--- config.mk ---
export PLATFORM = sky130hd
export DESIGN_NAME = step_motor_sequencer
export DESIGN_NICKNAME = d
export VERILOG_FILES = /design/src/rtl/step_motor_sequencer.sv
export SDC_FILE = /design/constraint.sdc
export NUM_CORES = 1
export LEC_CHECK = 0
export ABC_CLOCK_PERIOD_IN_PS = 6000
export BUFFER_PORTS_ARGS = -buffer_cell sky130_fd_sc_hd__buf_2
export CAP_MARGIN = 20
export CORE_AREA = 2 2 157 159
export CTS_BUF_LIST = sky130_fd_sc_hd__clkbuf_2
export DETAILED_ROUTE_END_ITERATION = 8
export DIE_AREA = 0 0 159 161
export PLACE_DENSITY = 0.94
export SYNTH_ARGS = -nofsm -noshare
export SYNTH_HDL_FRONTEND = slang
export SYNTH_SLANG_ARGS = --single-unit
--- constraint.sdc ---
create_clock -name in_clk -period 6 [get_ports in_clk]
set_input_delay 0.6 -clock in_clk [delete_from_list [all_inputs] [get_ports in_clk]]
set_output_delay 0.6 -clock in_clk [all_outputs]
set_load 0.005 [all_outputs]
--- src/rtl/step_motor_sequencer.sv ---
// Multi-channel stepper motor phase sequencer with per-channel step divider,
// step counter, synchronized driver-fault input and sticky fault flag.
module step_motor_sequencer #(
    parameter int unsigned CH    = 4,
    parameter int unsigned DIV_W = 16,
    parameter int unsigned CNT_W = 16
) (
    input  logic                   in_clk,
    input  logic                   MSE_RESETN,
    input  logic [CH-1:0]          start,
    input  logic [CH-1:0]          abort,
    input  logic [CH-1:0]          dir,
    input  logic [2*CH-1:0]        mode,
    input  logic [CH*DIV_W-1:0]    div,
    input  logic [CH*CNT_W-1:0]    steps,
    input  logic [CH-1:0]          fault_n,
    output logic [CH-1:0]          AX,
    output logic [CH-1:0]          AY,
    output logic [CH-1:0]          BX,
    output logic [CH-1:0]          BY,
    output logic [CH-1:0]          busy,
    output logic [CH-1:0]          done,
    output logic [CH-1:0]          faulted
);

    typedef enum logic [1:0] {
        ST_IDLE  = 2'd0,
        ST_RUN   = 2'd1,
        ST_FAULT = 2'd2
    } state_e;

    // Coil pattern {AX,AY,BX,BY} for each half-step phase index.
    function automatic logic [3:0] phase_pat(input logic [2:0] i);
        logic [3:0] p;
        case (i)
            3'd0:    p = 4'b1000;
            3'd1:    p = 4'b1010;
            3'd2:    p = 4'b0010;
            3'd3:    p = 4'b0110;
            3'd4:    p = 4'b0100;
            3'd5:    p = 4'b0101;
            3'd6:    p = 4'b0001;
            default: p = 4'b1001;
        endcase
        return p;
    endfunction

    for (genvar g = 0; g < CH; g++) begin : g_ch
        state_e             st_q, st_d;
        logic [2:0]         idx_q, idx_d;
        logic [DIV_W-1:0]   cnt_q, cnt_d;
        logic [DIV_W-1:0]   div_q, div_d;
        logic [CNT_W-1:0]   rem_q, rem_d;
        logic               dir_q, dir_d;
        logic [1:0]         mode_q, mode_d;
        logic               faulted_q, faulted_d;
        logic               done_q, done_d;
        logic               busy_q, busy_d;
        logic [3:0]         pat_q, pat_d;
        logic [1:0]         sync_q;
        logic [1:0]         mode_in_c;
        logic [DIV_W-1:0]   div_in_c;
        logic [CNT_W-1:0]   steps_in_c;
        logic [2:0]         step_sz_c;

        assign mode_in_c  = mode[2*g +: 2];
        assign div_in_c   = div[g*DIV_W +: DIV_W];
        assign steps_in_c = steps[g*CNT_W +: CNT_W];
        assign step_sz_c  = (mode_q == 2'b10) ? 3'd1 : 3'd2;

        // Event priority: fault, then abort, then start, then divider step.
        always_comb begin
            st_d      = st_q;
            idx_d     = idx_q;
            cnt_d     = cnt_q;
            div_d     = div_q;
            rem_d     = rem_q;
            dir_d     = dir_q;
            mode_d    = mode_q;
            faulted_d = faulted_q;
            done_d    = 1'b0;
            if (!sync_q[1]) begin
                st_d      = ST_FAULT;
                faulted_d = 1'b1;
            end else if (abort[g]) begin
                if (st_q == ST_RUN) st_d = ST_IDLE;
            end else if (start[g] && (st_q != ST_RUN)) begin
                dir_d     = dir[g];
                mode_d    = mode_in_c;
                div_d     = div_in_c;
                cnt_d     = div_in_c;
                rem_d     = steps_in_c;
                faulted_d = 1'b0;
                case (mode_in_c)
                    2'b10:   idx_d = idx_q;
                    2'b00:   idx_d = {idx_q[2:1], 1'b0};
                    default: idx_d = {idx_q[2:1], 1'b1};
                endcase
                if (steps_in_c == '0) begin
                    st_d   = ST_IDLE;
                    done_d = 1'b1;
                end else begin
                    st_d   = ST_RUN;
                end
            end else if (st_q == ST_RUN) begin
                if (cnt_q == '0) begin
                    cnt_d = div_q;
                    idx_d = dir_q ? (idx_q + step_sz_c) : (idx_q - step_sz_c);
                    rem_d = rem_q - CNT_W'(1);
                    if (rem_q == CNT_W'(1)) begin
                        st_d   = ST_IDLE;
                        done_d = 1'b1;
                    end
                end else begin
                    cnt_d = cnt_q - DIV_W'(1);
                end
            end
            busy_d = (st_d == ST_RUN);
            pat_d  = (st_d == ST_FAULT) ? 4'b0000 : phase_pat(idx_d);
        end

        always_ff @(posedge in_clk or negedge MSE_RESETN) begin
            if (!MSE_RESETN) begin
                st_q      <= ST_IDLE;
                idx_q     <= 3'd0;
                cnt_q     <= '0;
                div_q     <= '0;
                rem_q     <= '0;
                dir_q     <= 1'b0;
                mode_q    <= 2'b00;
                faulted_q <= 1'b0;
                done_q    <= 1'b0;
                busy_q    <= 1'b0;
                pat_q     <= 4'b1000;
                sync_q    <= 2'b11;
            end else begin
                st_q      <= st_d;
                idx_q     <= idx_d;
                cnt_q     <= cnt_d;
                div_q     <= div_d;
                rem_q     <= rem_d;
                dir_q     <= dir_d;
                mode_q    <= mode_d;
                faulted_q <= faulted_d;
                done_q    <= done_d;
                busy_q    <= busy_d;
                pat_q     <= pat_d;
                sync_q    <= {sync_q[0], fault_n[g]};
            end
        end

        assign AX[g]      = pat_q[3];
        assign AY[g]      = pat_q[2];
        assign BX[g]      = pat_q[1];
        assign BY[g]      = pat_q[0];
        assign busy[g]    = busy_q;
        assign done[g]    = done_q;
        assign faulted[g] = faulted_q;
    end

endmodule
==> run metrics <==
Peak VDD IR=0.191 mV; Post-DP HPWL=25.9 mm; r2r startpoint=g_ch[2].cnt_q[0]; CTS tree=built; HP Class=input port to flip-flop; Seq/Total Area, Yosys=46.0%; Fin Setup TNS=0 ns; Worst Tran Pin Value=1.06 ns; Max-Cap Viols=0; Final Critical Period=3.12 ns; Synth Area in Adders=2.07%; initial antenna violation count=1; worst setup skew after layout=0.0814 ns; hold_ws=0.0791 ns; Post-Synth XOR/XNOR Area=2.52%; Compound-Gate Fraction of Synth Area=20.3%; Root Buffer=clkbuf_2; Main synth FF type=dfrtp_1; Worst Path Required=6.73 ns; drt total wl=39.6 mm; Final Hold Viols=0; Int Power=3.14 mW; Post-synth EDFFs=0; DR pass1 iterations=6; Port Buffers=181; Initial Util=59.2%; PwrDens=291 nW/um^2; Die Ht=161 um; Synth Area in Simple Gates=22.9%; first-pass GRT wire length=65.9 mm; Post-Place Cells=2085; commonest non-fill, non-tap cell in the layout=nand2_1; Core Region=24000 sq um; Combinational Power Share=23.0%; via/cell ratio=6.11; Die Wd=159 um; Synth Warn #=0; post_cts resized=0; mux cell area share after synthesis=2.14%; die area=25600 sq um; WL/cell=17.3 um; Crit. End Element=flip-flop; row cnt=57; Hold Crit Start=div[46]; startpoint class of the critical path=flip-flop; sequential share of power=49.3%; vias in the first global route=13858; Non-Filler Instances=2286; Final Setup Violations=0; CP max-delay cell=nor4_1; Final ANT Viol Nets=0; syn_nets=1826; leakage=7.88 nW; crit path kind=flip-flop to flip-flop; crit-path max cell delay=0.79 ns; Final nets=2084; Clock Latency Late Sink=0.84 ns; Final period util=52.0%; status=finished, final reports clean; worst path cell trace=inv_1 -> ha_1 -> or3b_1 -> nor4_1 -> nand2_2 -> o31ai_1 -> a31oi_1 -> o22a_1; GP Congestion=0.930; Max-slew headroom=28.8%; Worst EP arrival=3.85 ns; clk sinks=260; # Post-CTS Setup Buffers=0; layout cell share with drive strength beyond 1=18.0%; Initial DRC Count=1499; Num CTS Buffers=71; maximum clock rate=321 MHz; clock input transition at the sequential cells of the worst setup and hold paths=0.11 ns; # DRC=0; # IOs=182; RSZ-0062 raised after global routing=false; synthesis-to-finish area growth=17.8%; asr flop ratio synth=100%; switch share=35.4%; vias=13967; flops & latches, synth=260; CP Max Fanout=16; htree depth=3; Clk pwr share=27.7%; Switching Power=1.72 mW; main combinational cell family by area after synthesis=simple AND/OR/NAND/NOR gates; fill count=1765; Overflow after GRT=0; Clock Path Buffers=3; Tot GR Track Use=30.8%; syn_area_per_cell=8.59 sq um; most frequent cells in the layout=297 x nand2_1, 248 x dfrtp_1, 180 x buf_2; Max Transition Viols Final=0; hold-fix buffer count after cts=73; synthesized cell area=14200 sq um; largest net degree at the start of global routing=132; Worst Setup SP=g_ch[2].cnt_q[0]; Gate Count Post-Synth=1651; count of cell types in the netlist=77
[Yosys cell counts (all sizes together) (4+ instances only)]
cell | count | area, sq um
nor3b | 7 | 52.6
nand2b | 16 | 100
nand4 | 15 | 93.8
o21a | 13 | 97.6
o31ai | 12 | 90.1
o22ai | 19 | 119
o22a | 15 | 131
or4 | 12 | 93.8
xor2 | 19 | 174
and3 | 4 | 25.0
inv | 47 | 176
nand3 | 32 | 160
a21oi | 169 | 846
and2 | 10 | 62.6
nor4bb | 4 | 40.0
a31oi | 26 | 163
o32ai | 5 | 43.8
o211ai | 12 | 90.1
o2bb2ai | 8 | 70.1
ha | 17 | 213
nor2 | 140 | 526
a22o | 5 | 43.8
nand2 | 298 | 1120
mux2i | 27 | 270
nor4 | 36 | 231
a211oi | 9 | 67.6
nor2b | 13 | 81.3
fa | 4 | 80.1
clkbuf | 70 | 263
dfstp | 12 | 315
or2 | 4 | 25.0
a21o | 30 | 225
nand3b | 7 | 52.6
o21ai | 96 | 484
o41ai | 4 | 35.0
or3 | 24 | 150
a22oi | 13 | 97.6
nor3 | 59 | 300
o211a | 4 | 40.0
and3b | 4 | 35.0
dfrtp | 248 | 6210
buf | 20 | 133
xnor2 | 21 | 184
[critical path: cells and delay by family (launching register included)]
kind	cells	cell delay, ns
adders and majority gates	1	0.19
and+or+nand+nor	3	1.65
DFF	1	0.43
AOI/OAI and AO/OA	3	0.73
buffers and inverters	1	0.08
[power groups by stage]
stage	clock network [mW]	registers [mW]	logic, mW
after global placement	0	2.39	0.989
final	1.34	2.40	1.12
after global routing	1.47	2.44	1.26
after detailed placement	0	2.41	1.05
after CTS	1.37	2.38	1.09
after floorplan	0	2.32	0.773
[registers in the layout (all words and copies together) (netlist names)]
name and cells:
g_ch.cnt_q 64, g_ch.div_q 64, g_ch.rem_q 64, g_ch.pat_q 16, g_ch.idx_q 12, g_ch.mode_q 8, g_ch.st_q 8, g_ch.sync_q 8
g_ch.busy_q 4, g_ch.dir_q 4, g_ch.done_q 4, g_ch.faulted_q 4
[kinds of logic after synthesis]
| logic type | Yosys count |
|---|---|
| xor+xnor | 40 |
| fa+ha+maj | 21 |
| buf+inv | 137 |
| compound gates | 467 |
| mux | 30 |
| simple gates | 696 |
| flops | 260 |
[path summary, 6_finish.rpt]
check,depth (start not counted),slack [ns],end
setup / recovery,8,2.88,g_ch[2].cnt_q[13]
hold / removal,3,0.08,g_ch[2].div_q[14]
setup reg to reg,8,2.88,g_ch[2].cnt_q[13]
hold reg to reg,0,0.36,g_ch[3].sync_q[1]
max in group asynchronous,3,4.26,g_ch[1].cnt_q[7]
min in group asynchronous,2,0.45,g_ch[2].cnt_q[3]
[per-stage QoR]
| stage | utilization, % | cell area, sq um | total power [mW] | setup WS [ns] |
|---|---|---|---|---|
| 2_1_floorplan | - | 14200 | 3.09 | 3.33 |
| 3_3_place_gp | 63.6 | 15300 | 3.38 | 3.00 |
| 3_5_place_dp | 63.7 | 15300 | 3.46 | 2.92 |
| 4_1_cts | 69.6 | 16700 | 4.84 | 2.96 |
| 5_1_grt | 69.7 | 16700 | 5.17 | 2.58 |
| 6_report | 69.7 | 16700 | 4.86 | 2.88 |
[layer usage]
metal / part of all wire (%) / track usage, % / vias up
met5: 0 / 0 / -
met4: 3.7 / 13.8 / 0
met3: 8.3 / 6.70 / 157
met2: 48 / 50.5 / 741
met1: 40 / 39.6 / 6631
li1: - / - / 6438
[layout make-up]
| type | count | area, sq um | share of cell area [%] |
|---|---|---|---|
| Multi-Input combinational cell | 1254 | 7090 | 42.5 |
| Antenna cell | 1 | 2.50 | 0.0150 |
| Inverter | 47 | 176 | 1.06 |
| Clock buffer | 114 | 571 | 3.42 |
| Clock inverter | 11 | 96.3 | 0.577 |
| Tap cell | 324 | 405 | 2.43 |
| Sequential cell | 260 | 6520 | 39.1 |
| Timing Repair Buffer | 275 | 1830 | 11.0 |
Note: power is estimated with default switching activity, not from simulation.
